<file path="src/rtl/issueq_int_if.sv">
// Dispatch -> integer issue queue -> integer unit bundle.
// Carries the dispatch write handshake (equeueint_*/equeue_*), the CDB
// broadcast snooped for operand wakeup, and the issue handshake toward the
// integer execution unit (issueint_*).
//   slave  : the issue queue's view (accepts dispatch, snoops CDB, presents ops)
//   master : the environment's view (dispatch, CDB and integer unit side)
interface issueq_int_if #(
  parameter int W_TAG  = 6,
  parameter int W_DATA = 32
);
  logic              equeueint_en;
  logic              equeueint_ready;
  logic [3:0]        equeueint_opcode;
  logic [15:0]       equeue_imm;
  logic [W_TAG-1:0]  equeue_rdtag;
  logic [W_TAG-1:0]  equeue_rstag;
  logic [W_TAG-1:0]  equeue_rttag;
  logic [W_DATA-1:0] equeue_rsdata;
  logic [W_DATA-1:0] equeue_rtdata;
  logic              equeue_rsvalid;
  logic              equeue_rtvalid;

  logic              cdb_valid;
  logic [W_TAG-1:0]  cdb_tag;
  logic [W_DATA-1:0] cdb_data;

  logic              issueint_ready;
  logic              issueint_valid;
  logic [3:0]        issueint_opcode;
  logic [15:0]       issueint_imm;
  logic [W_TAG-1:0]  issueint_rdtag;
  logic [W_DATA-1:0] issueint_rsdata;
  logic [W_DATA-1:0] issueint_rtdata;

  modport slave (
    input  equeueint_en, equeueint_opcode, equeue_imm, equeue_rdtag,
           equeue_rstag, equeue_rttag, equeue_rsdata, equeue_rtdata,
           equeue_rsvalid, equeue_rtvalid,
           cdb_valid, cdb_tag, cdb_data, issueint_ready,
    output equeueint_ready, issueint_valid, issueint_opcode, issueint_imm,
           issueint_rdtag, issueint_rsdata, issueint_rtdata
  );

  modport master (
    output equeueint_en, equeueint_opcode, equeue_imm, equeue_rdtag,
           equeue_rstag, equeue_rttag, equeue_rsdata, equeue_rtdata,
           equeue_rsvalid, equeue_rtvalid,
           cdb_valid, cdb_tag, cdb_data, issueint_ready,
    input  equeueint_ready, issueint_valid, issueint_opcode, issueint_imm,
           issueint_rdtag, issueint_rsdata, issueint_rtdata
  );
endinterface

</file>
<file path="src/rtl/issueq_int.sv">
// Integer issue queue.
// Buffers up to DEPTH decoded integer ops with operand tags/data, wakes
// pending operands from the CDB, and presents the oldest fully-ready op to
// the integer execution unit. Shifting organisation: slot 0 is the oldest.
// Ports:
//   clk      clock, all state on rising edge
//   reset_n  asynchronous active-low reset
//   bus      issueq_int_if.slave: dispatch write, CDB snoop, issue handshake
module issueq_int #(
  parameter int DEPTH  = 4,
  parameter int W_TAG  = 6,
  parameter int W_DATA = 32
) (
  input  logic          clk,
  input  logic          reset_n,
  issueq_int_if.slave   bus
);
  localparam int CW = $clog2(DEPTH + 1);
  localparam int IW = $clog2(DEPTH);

  typedef struct packed {
    logic              busy;
    logic [3:0]        opcode;
    logic [15:0]       imm;
    logic [W_TAG-1:0]  rdtag;
    logic [W_TAG-1:0]  rstag;
    logic [W_TAG-1:0]  rttag;
    logic [W_DATA-1:0] rsdata;
    logic [W_DATA-1:0] rtdata;
    logic              rsvalid;
    logic              rtvalid;
  } entry_t;

  entry_t          q     [DEPTH];
  entry_t          q_nxt [DEPTH];
  entry_t          woke  [DEPTH+1];  // extra empty slot feeds the top on a shift
  entry_t          new_ent;
  entry_t          sel_ent;
  logic [CW-1:0]   count;
  logic [CW-1:0]   count_nxt;
  logic [CW-1:0]   wr_slot;
  logic [IW-1:0]   sel_idx;
  logic            sel_found;
  logic            issue_fire;
  logic            wr_fire;

  assign bus.equeueint_ready = (count != CW'(DEPTH));

  // Oldest entry with both operands present.
  always_comb begin
    sel_found = 1'b0;
    sel_idx   = '0;
    for (int unsigned i = 0; i < DEPTH; i++) begin
      if (!sel_found && q[i].busy && q[i].rsvalid && q[i].rtvalid) begin
        sel_found = 1'b1;
        sel_idx   = IW'(i);
      end
    end
    sel_ent = sel_found ? q[sel_idx] : '0;
  end

  assign bus.issueint_valid  = sel_found;
  assign bus.issueint_opcode = sel_ent.opcode;
  assign bus.issueint_imm    = sel_ent.imm;
  assign bus.issueint_rdtag  = sel_ent.rdtag;
  assign bus.issueint_rsdata = sel_ent.rsdata;
  assign bus.issueint_rtdata = sel_ent.rtdata;

  assign issue_fire = sel_found & bus.issueint_ready;
  assign wr_fire    = bus.equeueint_en & bus.equeueint_ready;
  // New entry lands behind the surviving entries after compaction.
  assign wr_slot    = count - CW'(issue_fire);
  assign count_nxt  = count + CW'(wr_fire) - CW'(issue_fire);

  // Incoming entry, with same-cycle CDB capture of a missing operand.
  always_comb begin
    new_ent         = '0;
    new_ent.busy    = 1'b1;
    new_ent.opcode  = bus.equeueint_opcode;
    new_ent.imm     = bus.equeue_imm;
    new_ent.rdtag   = bus.equeue_rdtag;
    new_ent.rstag   = bus.equeue_rstag;
    new_ent.rttag   = bus.equeue_rttag;
    new_ent.rsdata  = bus.equeue_rsdata;
    new_ent.rtdata  = bus.equeue_rtdata;
    new_ent.rsvalid = bus.equeue_rsvalid;
    new_ent.rtvalid = bus.equeue_rtvalid;
    if (bus.cdb_valid && !bus.equeue_rsvalid && bus.cdb_tag == bus.equeue_rstag) begin
      new_ent.rsvalid = 1'b1;
      new_ent.rsdata  = bus.cdb_data;
    end
    if (bus.cdb_valid && !bus.equeue_rtvalid && bus.cdb_tag == bus.equeue_rttag) begin
      new_ent.rtvalid = 1'b1;
      new_ent.rtdata  = bus.cdb_data;
    end
  end

  // Wakeup is applied before the shift so captured data follows its entry.
  always_comb begin
    for (int unsigned i = 0; i < DEPTH; i++) begin
      woke[i] = q[i];
      if (q[i].busy && !q[i].rsvalid && bus.cdb_valid && bus.cdb_tag == q[i].rstag) begin
        woke[i].rsvalid = 1'b1;
        woke[i].rsdata  = bus.cdb_data;
      end
      if (q[i].busy && !q[i].rtvalid && bus.cdb_valid && bus.cdb_tag == q[i].rttag) begin
        woke[i].rtvalid = 1'b1;
        woke[i].rtdata  = bus.cdb_data;
      end
    end
    woke[DEPTH] = '0;
  end

  always_comb begin
    for (int unsigned i = 0; i < DEPTH; i++) begin
      if (issue_fire && i >= 32'(sel_idx)) q_nxt[i] = woke[i+1];
      else                                 q_nxt[i] = woke[i];
      if (wr_fire && 32'(wr_slot) == i)    q_nxt[i] = new_ent;
    end
  end

  always_ff @(posedge clk or negedge reset_n) begin
    if (!reset_n) begin
      count <= '0;
      for (int unsigned i = 0; i < DEPTH; i++) q[i] <= '0;
    end else begin
      count <= count_nxt;
      for (int unsigned i = 0; i < DEPTH; i++) q[i] <= q_nxt[i];
    end
  end
endmodule
</file>
<file path="src/flat_wrapper.sv">
// flat-port wrapper written by rule: the top's interface ports become plain ports
module issueq_int_flat 
#(
  parameter int DEPTH  = 4,
  parameter int W_TAG  = 6,
  parameter int W_DATA = 32
)
  (clk, reset_n, bus_equeueint_en, bus_equeueint_opcode, bus_equeue_imm, bus_equeue_rdtag, bus_equeue_rstag, bus_equeue_rttag, bus_equeue_rsdata, bus_equeue_rtdata, bus_equeue_rsvalid, bus_equeue_rtvalid, bus_cdb_valid, bus_cdb_tag, bus_cdb_data, bus_issueint_ready, bus_equeueint_ready, bus_issueint_valid, bus_issueint_opcode, bus_issueint_imm, bus_issueint_rdtag, bus_issueint_rsdata, bus_issueint_rtdata);
  issueq_int_if #(.W_TAG(W_TAG), .W_DATA(W_DATA)) bus_i ();
  input  logic clk;
  input  logic reset_n;
  input wire logic [$bits(bus_i.equeueint_en)-1:0] bus_equeueint_en;
  input wire logic [$bits(bus_i.equeueint_opcode)-1:0] bus_equeueint_opcode;
  input wire logic [$bits(bus_i.equeue_imm)-1:0] bus_equeue_imm;
  input wire logic [$bits(bus_i.equeue_rdtag)-1:0] bus_equeue_rdtag;
  input wire logic [$bits(bus_i.equeue_rstag)-1:0] bus_equeue_rstag;
  input wire logic [$bits(bus_i.equeue_rttag)-1:0] bus_equeue_rttag;
  input wire logic [$bits(bus_i.equeue_rsdata)-1:0] bus_equeue_rsdata;
  input wire logic [$bits(bus_i.equeue_rtdata)-1:0] bus_equeue_rtdata;
  input wire logic [$bits(bus_i.equeue_rsvalid)-1:0] bus_equeue_rsvalid;
  input wire logic [$bits(bus_i.equeue_rtvalid)-1:0] bus_equeue_rtvalid;
  input wire logic [$bits(bus_i.cdb_valid)-1:0] bus_cdb_valid;
  input wire logic [$bits(bus_i.cdb_tag)-1:0] bus_cdb_tag;
  input wire logic [$bits(bus_i.cdb_data)-1:0] bus_cdb_data;
  input wire logic [$bits(bus_i.issueint_ready)-1:0] bus_issueint_ready;
  output wire logic [$bits(bus_i.equeueint_ready)-1:0] bus_equeueint_ready;
  output wire logic [$bits(bus_i.issueint_valid)-1:0] bus_issueint_valid;
  output wire logic [$bits(bus_i.issueint_opcode)-1:0] bus_issueint_opcode;
  output wire logic [$bits(bus_i.issueint_imm)-1:0] bus_issueint_imm;
  output wire logic [$bits(bus_i.issueint_rdtag)-1:0] bus_issueint_rdtag;
  output wire logic [$bits(bus_i.issueint_rsdata)-1:0] bus_issueint_rsdata;
  output wire logic [$bits(bus_i.issueint_rtdata)-1:0] bus_issueint_rtdata;
  assign bus_i.equeueint_en = bus_equeueint_en;
  assign bus_i.equeueint_opcode = bus_equeueint_opcode;
  assign bus_i.equeue_imm = bus_equeue_imm;
  assign bus_i.equeue_rdtag = bus_equeue_rdtag;
  assign bus_i.equeue_rstag = bus_equeue_rstag;
  assign bus_i.equeue_rttag = bus_equeue_rttag;
  assign bus_i.equeue_rsdata = bus_equeue_rsdata;
  assign bus_i.equeue_rtdata = bus_equeue_rtdata;
  assign bus_i.equeue_rsvalid = bus_equeue_rsvalid;
  assign bus_i.equeue_rtvalid = bus_equeue_rtvalid;
  assign bus_i.cdb_valid = bus_cdb_valid;
  assign bus_i.cdb_tag = bus_cdb_tag;
  assign bus_i.cdb_data = bus_cdb_data;
  assign bus_i.issueint_ready = bus_issueint_ready;
  assign bus_equeueint_ready = bus_i.equeueint_ready;
  assign bus_issueint_valid = bus_i.issueint_valid;
  assign bus_issueint_opcode = bus_i.issueint_opcode;
  assign bus_issueint_imm = bus_i.issueint_imm;
  assign bus_issueint_rdtag = bus_i.issueint_rdtag;
  assign bus_issueint_rsdata = bus_i.issueint_rsdata;
  assign bus_issueint_rtdata = bus_i.issueint_rtdata;
  issueq_int #(.DEPTH(DEPTH), .W_TAG(W_TAG), .W_DATA(W_DATA)) u_core (.clk(clk), .reset_n(reset_n), .bus(bus_i));
endmodule
</file>
<file path="config.mk">
export PLATFORM = sky130hd
export DESIGN_NAME = issueq_int_flat
export DESIGN_NICKNAME = d
export VERILOG_FILES = /design/src/rtl/issueq_int_if.sv /design/src/rtl/issueq_int.sv /design/src/flat_wrapper.sv
export SDC_FILE = /design/constraint.sdc
export NUM_CORES = 1
export LEC_CHECK = 0
export ABC_AREA = 0
export BUFFER_PORTS_ARGS = -buffer_cell sky130_fd_sc_hd__clkbuf_2
export CAP_MARGIN = 20
export CELL_PAD_IN_SITES_DETAIL_PLACEMENT = 0
export CELL_PAD_IN_SITES_GLOBAL_PLACEMENT = 1
export CORE_MARGIN = 2
export CORE_UTILIZATION = 35
export CTS_CLUSTER_DIAMETER = 30
export DETAILED_ROUTE_END_ITERATION = 8
export GPL_TIMING_DRIVEN = 1
export PLACE_DENSITY = 0.6
export SYNTH_ARGS = -nofsm -noshare
export SYNTH_HDL_FRONTEND = slang
export SYNTH_SLANG_ARGS = --single-unit
export TNS_END_PERCENT = 1
</file>
<file path="constraint.sdc">
create_clock -name clk -period 6.1 [get_ports clk]
set_input_delay 1.22 -clock clk [delete_from_list [all_inputs] [get_ports clk]]
set_output_delay 1.22 -clock clk [all_outputs]
set_load 0.005 [all_outputs]
</file>
# Yosys cells after proc, flatten, opt, wreduce, memory -nomap -nowiden
# Index checks and enable logic that the tools add are counted.
# classes
n_addsub	3
magnitude_cmp	4
n_eq_ne	14
n_bitwise	3
n_reduce_logical	66
n_mux	39
# ops
operator	n
$mux 105	8
$mux 32	10
$mux 104	3
$bmux 105 s2	1
$eq 6x6->1	10
$logic_and 1x1->1	46
$mux 1	15
$logic_not 1->1	13
$reduce_bool 2->1	4
$eq 3x2->1 const B	2
$reduce_bool 3->1	2
$sub 3x1->3	2
$ge 1x2->1 const A	2
$mux 2	2
$add 3x1->3	1
$eq 3x1->1 const B	1
$ge 3x3->1 const B	1
$logic_not 3->1	1
$ne 3x3->1 const B	1
$not 2->3	1
$and 1x1->1	2
$ge 2x2->1 const A	1
# word_totals
register_bits	423
out_inout_bits	92
wordCells	170

# Longest topological paths before layout
# Gate-level depths: netlist of run 1.
# logic_depth
word_depth	23
mapped_depth	15

# Worst setup path after synthesis of run 1
# No wires, ideal clock.
# synth_path
path_type	input -> register
start	input bus_issueint_ready
end	register, netlist name u_core.q[315]
setup_slack_ns	2.149
cell_stages	14
arrival_time_ns	3.871
t_required_ns	6.021
setup_time_ns	0.079
path_cell_list	clkbuf_1 > o41ai_4 > clkbuf_1 > or2_2 > inv_1 > ha_1 > xnor2_1 > nand2_1 > mux2i_1 > and2_1 > clkbuf_1 > clkbuf_1 > clkbuf_1 > mux2i_1
# synth_between
elab_chain_len	5
# synth_lines
item	line	text
start, declared	flat_wrapper.sv:25	input wire logic [$bits(bus_i.issueint_ready)-1:0] bus_issueint_ready;
$and 1x1->1 (*)	issueq_int.sv:69	assign issue_fire = sel_found & bus.issueint_ready;
$sub 3x1->3	issueq_int.sv:72	assign wr_slot = count - CW'(issue_fire);
$logic_not 3->1	issueq_int.sv:118	if (wr_fire && 32'(wr_slot) == i) q_nxt[i] = new_ent;
$logic_and 1x1->1	issueq_int.sv:118	
$reduce_bool 3->1 (no source line) or $mux 105 (tied branches)	-	
# Mark *: on every way between the ends. The rest lies on a longest branch, timed or not. The select of a mux whose other input is x is not followed.
# A chain may end at the register's enable or synchronous reset.

# Worst setup path in the final report of run 1
# layout_path
start	register, netlist name u_core.q[419]
end	output bus_issueint_rdtag[3]
# layout_between
elab_chain_len	23
# layout_lines
item	line	text
$logic_and 1x1->1 (*) (2 in series)	issueq_int.sv:54	if (!sel_found && q[i].busy && q[i].rsvalid && q[i].rtvalid) begin
$mux 1 (*)	issueq_int.sv:54	
$logic_not 1->1	issueq_int.sv:54	
$logic_and 1x1->1 (3 in series)	issueq_int.sv:54	
$mux 1	issueq_int.sv:54	
$logic_not 1->1	issueq_int.sv:54	
$logic_and 1x1->1 (3 in series)	issueq_int.sv:54	
$mux 1	issueq_int.sv:54	
$logic_not 1->1	issueq_int.sv:54	
$logic_and 1x1->1 (3 in series)	issueq_int.sv:54	
$mux 2	issueq_int.sv:54	
$not 2->3 (not written as such)	issueq_int.sv:59	sel_ent = sel_found ? q[sel_idx] : '0;
$bmux 105 s2	issueq_int.sv:59	
$mux 104 (not written as such) (2 in series)	issueq_int.sv:59	
$mux 104 (*)	issueq_int.sv:59	
end, declared	flat_wrapper.sv:30	output wire logic [$bits(bus_i.issueint_rdtag)-1:0] bus_issueint_rdtag;
# Marks and branches as above.

==> metrics.yaml, run 1 <==
power.internal_mw: 12.5
drc: 0
grt-ovfl-total: 0
synthMuxAreaShare_pct: 14.5
clock_sinks: 423
wl_per_cell_microns: 30.8
max_freq_ghz: 0.201
hold_viol: 0
cellPowerDensity_nw_per_um2: 623
switching_share_pct: 40.1
max_cap_violations: 0
pwr-share-seq_pct: 24.8
synthAdderAreaFrac_pct: 0.216
cts_tree: "yes"
fin_setup_tns_ns: 0
portBuffers: 238
synth_fp_nets: 2991
num_rows: 101
antenna_found_initial: 13
post_synth_xor_area_fraction_pct: 2.10
clock_latency_ns: 0.72
num_vias: 26683
fin_crit_ns: 4.97
start_util_pct: 35.2
setup_viol: 0
grt_start_max_net_pins: 147
ctsHoldBuffers: 0
dieWidth_microns: 280
status: "completed"
netlist_area_sq_um: 26600
cp-end-kind: "output pin"
worstSetupPathType: "reg -> out"
cp_max_fo: 60
fin_ws_ns: 1.13
hpwl_microns: 68300
final_common_cell: "dfrtp_1"
ctsResizeCount: 0
grt_pass1_wl_microns: 184000
synthTopCellsByArea: "dfrtp_1 (40%), mux4_2 (7.6%), mux2i_1 (6.9%), o31ai_1 (5.6%), o211ai_1 (5.5%)"
syn_to_final_growth_pct: 25.5
core_area_sq_um: 75700
critPathRequiredTime_ns: 4.88
first_pass_iters: 6
yosys.area.top_type: "dfrtp_1"
routed_via_density: 6.60
drtIter0Drc: 3106
synth_edf_count: 0
postRouteAntennaNets: 0
fin_crit_sh_pct: 81.5
ir_drop_mv: 0.442
comb_power_share_pct: 40.6
power_frac_clock_pct: 34.6
avgSynthCellArea_sq_um: 9.38
finalWirelength_microns: 124000
rsz0062_at_grt: "false"
relSlewSlack_pct: 17.2
synth_cell_types: 46
yosysSeqAreaShare_pct: 39.7
cts-root-buf: "clkbuf_16"
cts_max_path_buffers: 3
yosys_register_bits: 423
io-pin-count: 239
synthArstFlopShare_pct: 100
synth_simple_gate_area_share_pct: 10.9
mostFrequentLayoutCells: "dfrtp_1 (423), clkbuf_2 (237), o31ai_1 (196)"
grt_pass1_vias: 27740
synth_compound_area_share_pct: 26.5
fin_nets: 3103
ys.flop_type: "dfrtp_1"
critPathArrivalTime_ns: 3.75
fin_skew_ns: 0.0275
clkTransAtPathRegs_ns: 0.04
htreeDepth: 4
min_path_type: "reg -> reg"
synth_top_family_by_area: "compound AO/OA/AOI/OAI gates"
die_area_sq_um: 78400
critPathLaunchType: "flip-flop"
switchingPower_mw: 8.37
synthCells: 2840
yosys_warnings: 0
gp_congestion: 0.831
postCtsSetupRepairBufs: 0
slew_violations: 0
place_ws_ns: 1.78
yosys.area.top_type_share_pct: 39.7
p_leak_nw: 13.8
cts_buffers: 135
drive_above_1_share_pct: 21.5
tightest_slew_ns: 1.24
die_h_microns: 280
grt_util_all_layers_pct: 31.3
==> flip-flops by register name, summed over array words and instances, names as in the netlist <==
| name | cells |
|---|---|
| u_core.q | 420 |
| u_core.count | 3 |
==> layout make-up <==
| type | count | area [sq um] |
|---|---|---|
| Inverter | 77 | 293 |
| Timing Repair Buffer | 312 | 1910 |
| Multi-Input combinational cell | 2003 | 14700 |
| Fill cell | 7220 | 42200 |
| Clock buffer | 190 | 3920 |
| Tap cell | 978 | 1220 |
| Clock inverter | 53 | 825 |
| Antenna cell | 7 | 17.5 |
| Sequential cell | 423 | 10600 |
==> critical path: stages (launching register included) <==
cell	delay, ns
dfrtp_1	0.40
and3_1	0.37
nor4_1	0.57
clkinv_2	0.80
buf_4	0.54
and2_1	0.21
clkbuf_2	0.11
==> final timing paths <==
check	start	cells past startpoint	to	slack (ns)
max	u_core.q[419]	6	bus_issueint_rdtag[3]	1.13
min reg2reg	u_core.q[88]	2	u_core.q[88]	0.54
max in group asynchronous	reset_n	2	u_core.q[388]	4.06
min	u_core.q[88]	2	u_core.q[88]	0.54
max reg2reg	u_core.q[419]	9	u_core.q[118]	1.93
min in group asynchronous	reset_n	1	u_core.q[58]	0.60
==> metal layers <==
layer  track usage, %  vias to the layer above  wire length [microns]
met5                0                        -                     63
met4             14.1                       10                   4630
met3             7.76                      336                  11400
met2             49.6                     1782                  58100
met1             40.5                    13462                  50100
li1                 -                    11093                      -
==> through the flow <==
step                area [sq um]  util, %  total power [mW]  cells  hold slack [ns]
floorplan                  26600        -              10.1   2840            0.490
global route               33400     44.2              21.7   4042            0.563
finish                     33400     44.2              20.8   4043            0.544
global placement           28600     37.8              13.2   3791            0.531
CTS                        33400     44.1              20.7   4034            0.541
detailed placement         28600     37.8              13.4   3791            0.533
==> power groups by stage <==
stage	clock network (mW)	logic (mW)	registers [mW]
after floorplan	0	5.34	4.79
after global placement	0	8.15	5.06
after detailed placement	0	8.31	5.13
after CTS	7.27	8.34	5.11
after global routing	7.46	8.97	5.30
final	7.22	8.46	5.17
==> logic make-up (layout without fill, tap and decap cells) <==
family	Yosys count	after routing
buf+inv	414	632
fa+ha+maj	4	4
mux	274	274
flops	423	423
other cells	0	7
simple gates	586	586
compound gates	1075	1075
xor+xnor	64	64
==> cells in the mapped netlist, types with 2 or more instances <==
master	n
a21boi_0	64
a21o_1	32
a21oi_1	195
a31oi_1	38
and2_1	95
and3_1	9
and3b_1	7
and4_1	7
buf_1	49
buf_2	26
buf_6	4
clkbuf_1	257
dfrtp_1	423
ha_1	3
inv_1	75
mux2i_1	184
mux4_2	90
nand2_1	127
nand3_1	128
nand4_1	12
nor2_1	78
nor2b_1	5
nor3_1	106
o211ai_1	194
o21a_1	2
o21ai_0	109
o21ai_1	12
o22ai_1	194
o31ai_1	197
o32ai_1	34
or2_2	2
or3_1	6
xnor2_1	58
xor2_1	6
Note: power is estimated with default switching activity, not from simulation.
==> run 2, diff against run 1 <==
PLACE_DENSITY = 0.63   (was 0.6)
clock period = 4.5 ns   (was 6.1 ns; I/O delays follow)
==> run 2 against run 1 <==
Net effect: design area about the same; die area unchanged; largest power group unchanged; worst setup slack got worse by 0.99 ns; final cell count about the same; critical path depth increased by 1; first-iteration DRC count decreased by 3.9%; highest routed layer unchanged; register-to-register slack got worse by 1.2 ns.
==> metrics.yaml, run 2 (synthesized netlist as in run 1, its figures left out) <==
gp_congestion: 0.850
worstSetupPathType: "reg -> out"
htreeDepth: 4
switchingPower_mw: 11.3
first_pass_iters: 8
cts-root-buf: "clkbuf_16"
fin_nets: 3111
critPathArrivalTime_ns: 3.46
status: "completed"
rsz0062_at_grt: "false"
num_vias: 26774
ir_drop_mv: 1.04
max_freq_ghz: 0.229
mostFrequentLayoutCells: "dfrtp_1 (423), clkbuf_2 (237), o31ai_1 (196)"
drc: 0
grt-ovfl-total: 0
min_path_type: "in -> async"
regArea_sq_um: 10600
core_area_sq_um: 75700
top_regs: "u_core.q: 420 flops, u_core.count: 3 flops"
die_h_microns: 280
fin_crit_ns: 4.36
fin_area_sq_um: 33500
setup_viol: 0
ctsResizeCount: 0
fin_crit_sh_pct: 97.0
largest_reg_flops: 420
comb_power_share_pct: 41.5
finalWirelength_microns: 123000
fill_cells: 7170
fin_skew_ns: 0.0405
ctsHoldBuffers: 0
final_common_cell: "dfrtp_1"
hpwl_microns: 68000
routed_via_density: 6.62
syn_to_final_growth_pct: 25.6
grt_pass1_wl_microns: 181000
place_area_sq_um: 28900
critPathRequiredTime_ns: 3.60
power.internal_mw: 16.6
switching_share_pct: 40.5
power_frac_clock_pct: 33.6
regToRegEndpoint: "u_core.q[207]"
multi_input_area_sq_um: 14700
p_leak_nw: 13.8
cts_max_path_buffers: 3
grt_pass1_vias: 27748
cellPowerDensity_nw_per_um2: 835
critPathLaunchType: "flip-flop"
slew_violations: 0
postRouteAntennaNets: 0
drtIter0Drc: 2986
post-place-cells: 3805
pwr-share-seq_pct: 25.0
fin_setup_tns_ns: 0
antenna_found_initial: 9
tightest_slew_ns: 1.14
cp-end-kind: "output pin"
grt_util_all_layers_pct: 30.9
start_util_pct: 35.2
num_rows: 101
hold_viol: 0
clock_latency_ns: 0.72
clkTransAtPathRegs_ns: 0.04
clock_sinks: 423
dieWidth_microns: 280
r2r-start: "u_core.q[419]"
wl_per_cell_microns: 30.4
grt_start_max_net_pins: 127
cts_buffers: 130
cts_tree: "yes"
relSlewSlack_pct: 23.8
cp_max_fo: 14
postCtsSetupRepairBufs: 0
instances_no_fill: 4044
crit_start: "u_core.q[314]"
max_cap_violations: 0
drive_above_1_share_pct: 21.6
regToRegSetupSlack_ns: 0.75
die_area_sq_um: 78400
endpoint: "bus_issueint_imm[12]"
portBuffers: 238
io-pin-count: 239
top_register: "u_core.q"
ff2ff_path_depth: 8
run 2: area by class of cell:
class                           count  share of cell area [%]
Multi-Input combinational cell   2003                    43.9
Timing Repair Buffer              325                    6.42
Sequential cell                   423                    31.6
Inverter                           77                   0.875
Clock inverter                     55                    2.42
Clock buffer                      182                    11.1
Tap cell                          978                    3.66
Antenna cell                        1                 0.00748
run 2: metal layers:
layer  GRT usage, %  vias to the layer above  part of all wire [%]
li1               -                    11092                     -
met1           39.6                    13445                    40
met2           48.1                     1844                    46
met3           7.46                      381                   9.7
met4           16.9                       12                   4.5
met5              0                        -                 0.059
run 2: through the flow:
step / hold WS, ns / setup slack, ns / total power [mW] / utilization [%]
finish: 0.132 / 0.136 / 28.0 / 44.2
global route: 0.155 / 0.0807 / 29.1 / 44.2
CTS: 0.115 / 0.164 / 27.8 / 44.2
detailed placement: 0.537 / 0.854 / 18.3 / 38.2
global placement: 0.529 / 0.815 / 17.9 / 38.2
floorplan: 0.490 / 0.869 / 13.7 / -
run 2: worst max-delay path: stages (launching register included):
cell and delay [ns]:
dfrtp_1 0.40, and3_1 0.48, a21oi_1 0.13, nor2_4 0.65
buf_4 0.41, mux4_2 0.35, and2_1 0.20, clkbuf_2 0.12
run 2: worst min path at each step:
stage	startpoint	endpoint	cells after the start
6_report	reset_n	u_core.q[28]	1
5_1_grt	reset_n	u_core.q[168]	1
3_3_place_gp	u_core.q[89]	u_core.q[89]	2
2_1_floorplan	u_core.q[104]	u_core.q[104]	2
3_5_place_dp	u_core.q[104]	u_core.q[104]	2
4_1_cts	reset_n	u_core.q[28]	1
run 2: power by group through the flow:
| stage | logic (mW) | clock network, mW | registers (mW) |
|---|---|---|---|
| after global routing | 12.3 | 9.68 | 7.17 |
| after CTS | 11.4 | 9.45 | 6.92 |
| final | 11.6 | 9.38 | 6.98 |
| after floorplan | 7.25 | 0 | 6.50 |
| after detailed placement | 11.3 | 0 | 6.95 |
| after global placement | 11.1 | 0 | 6.84 |
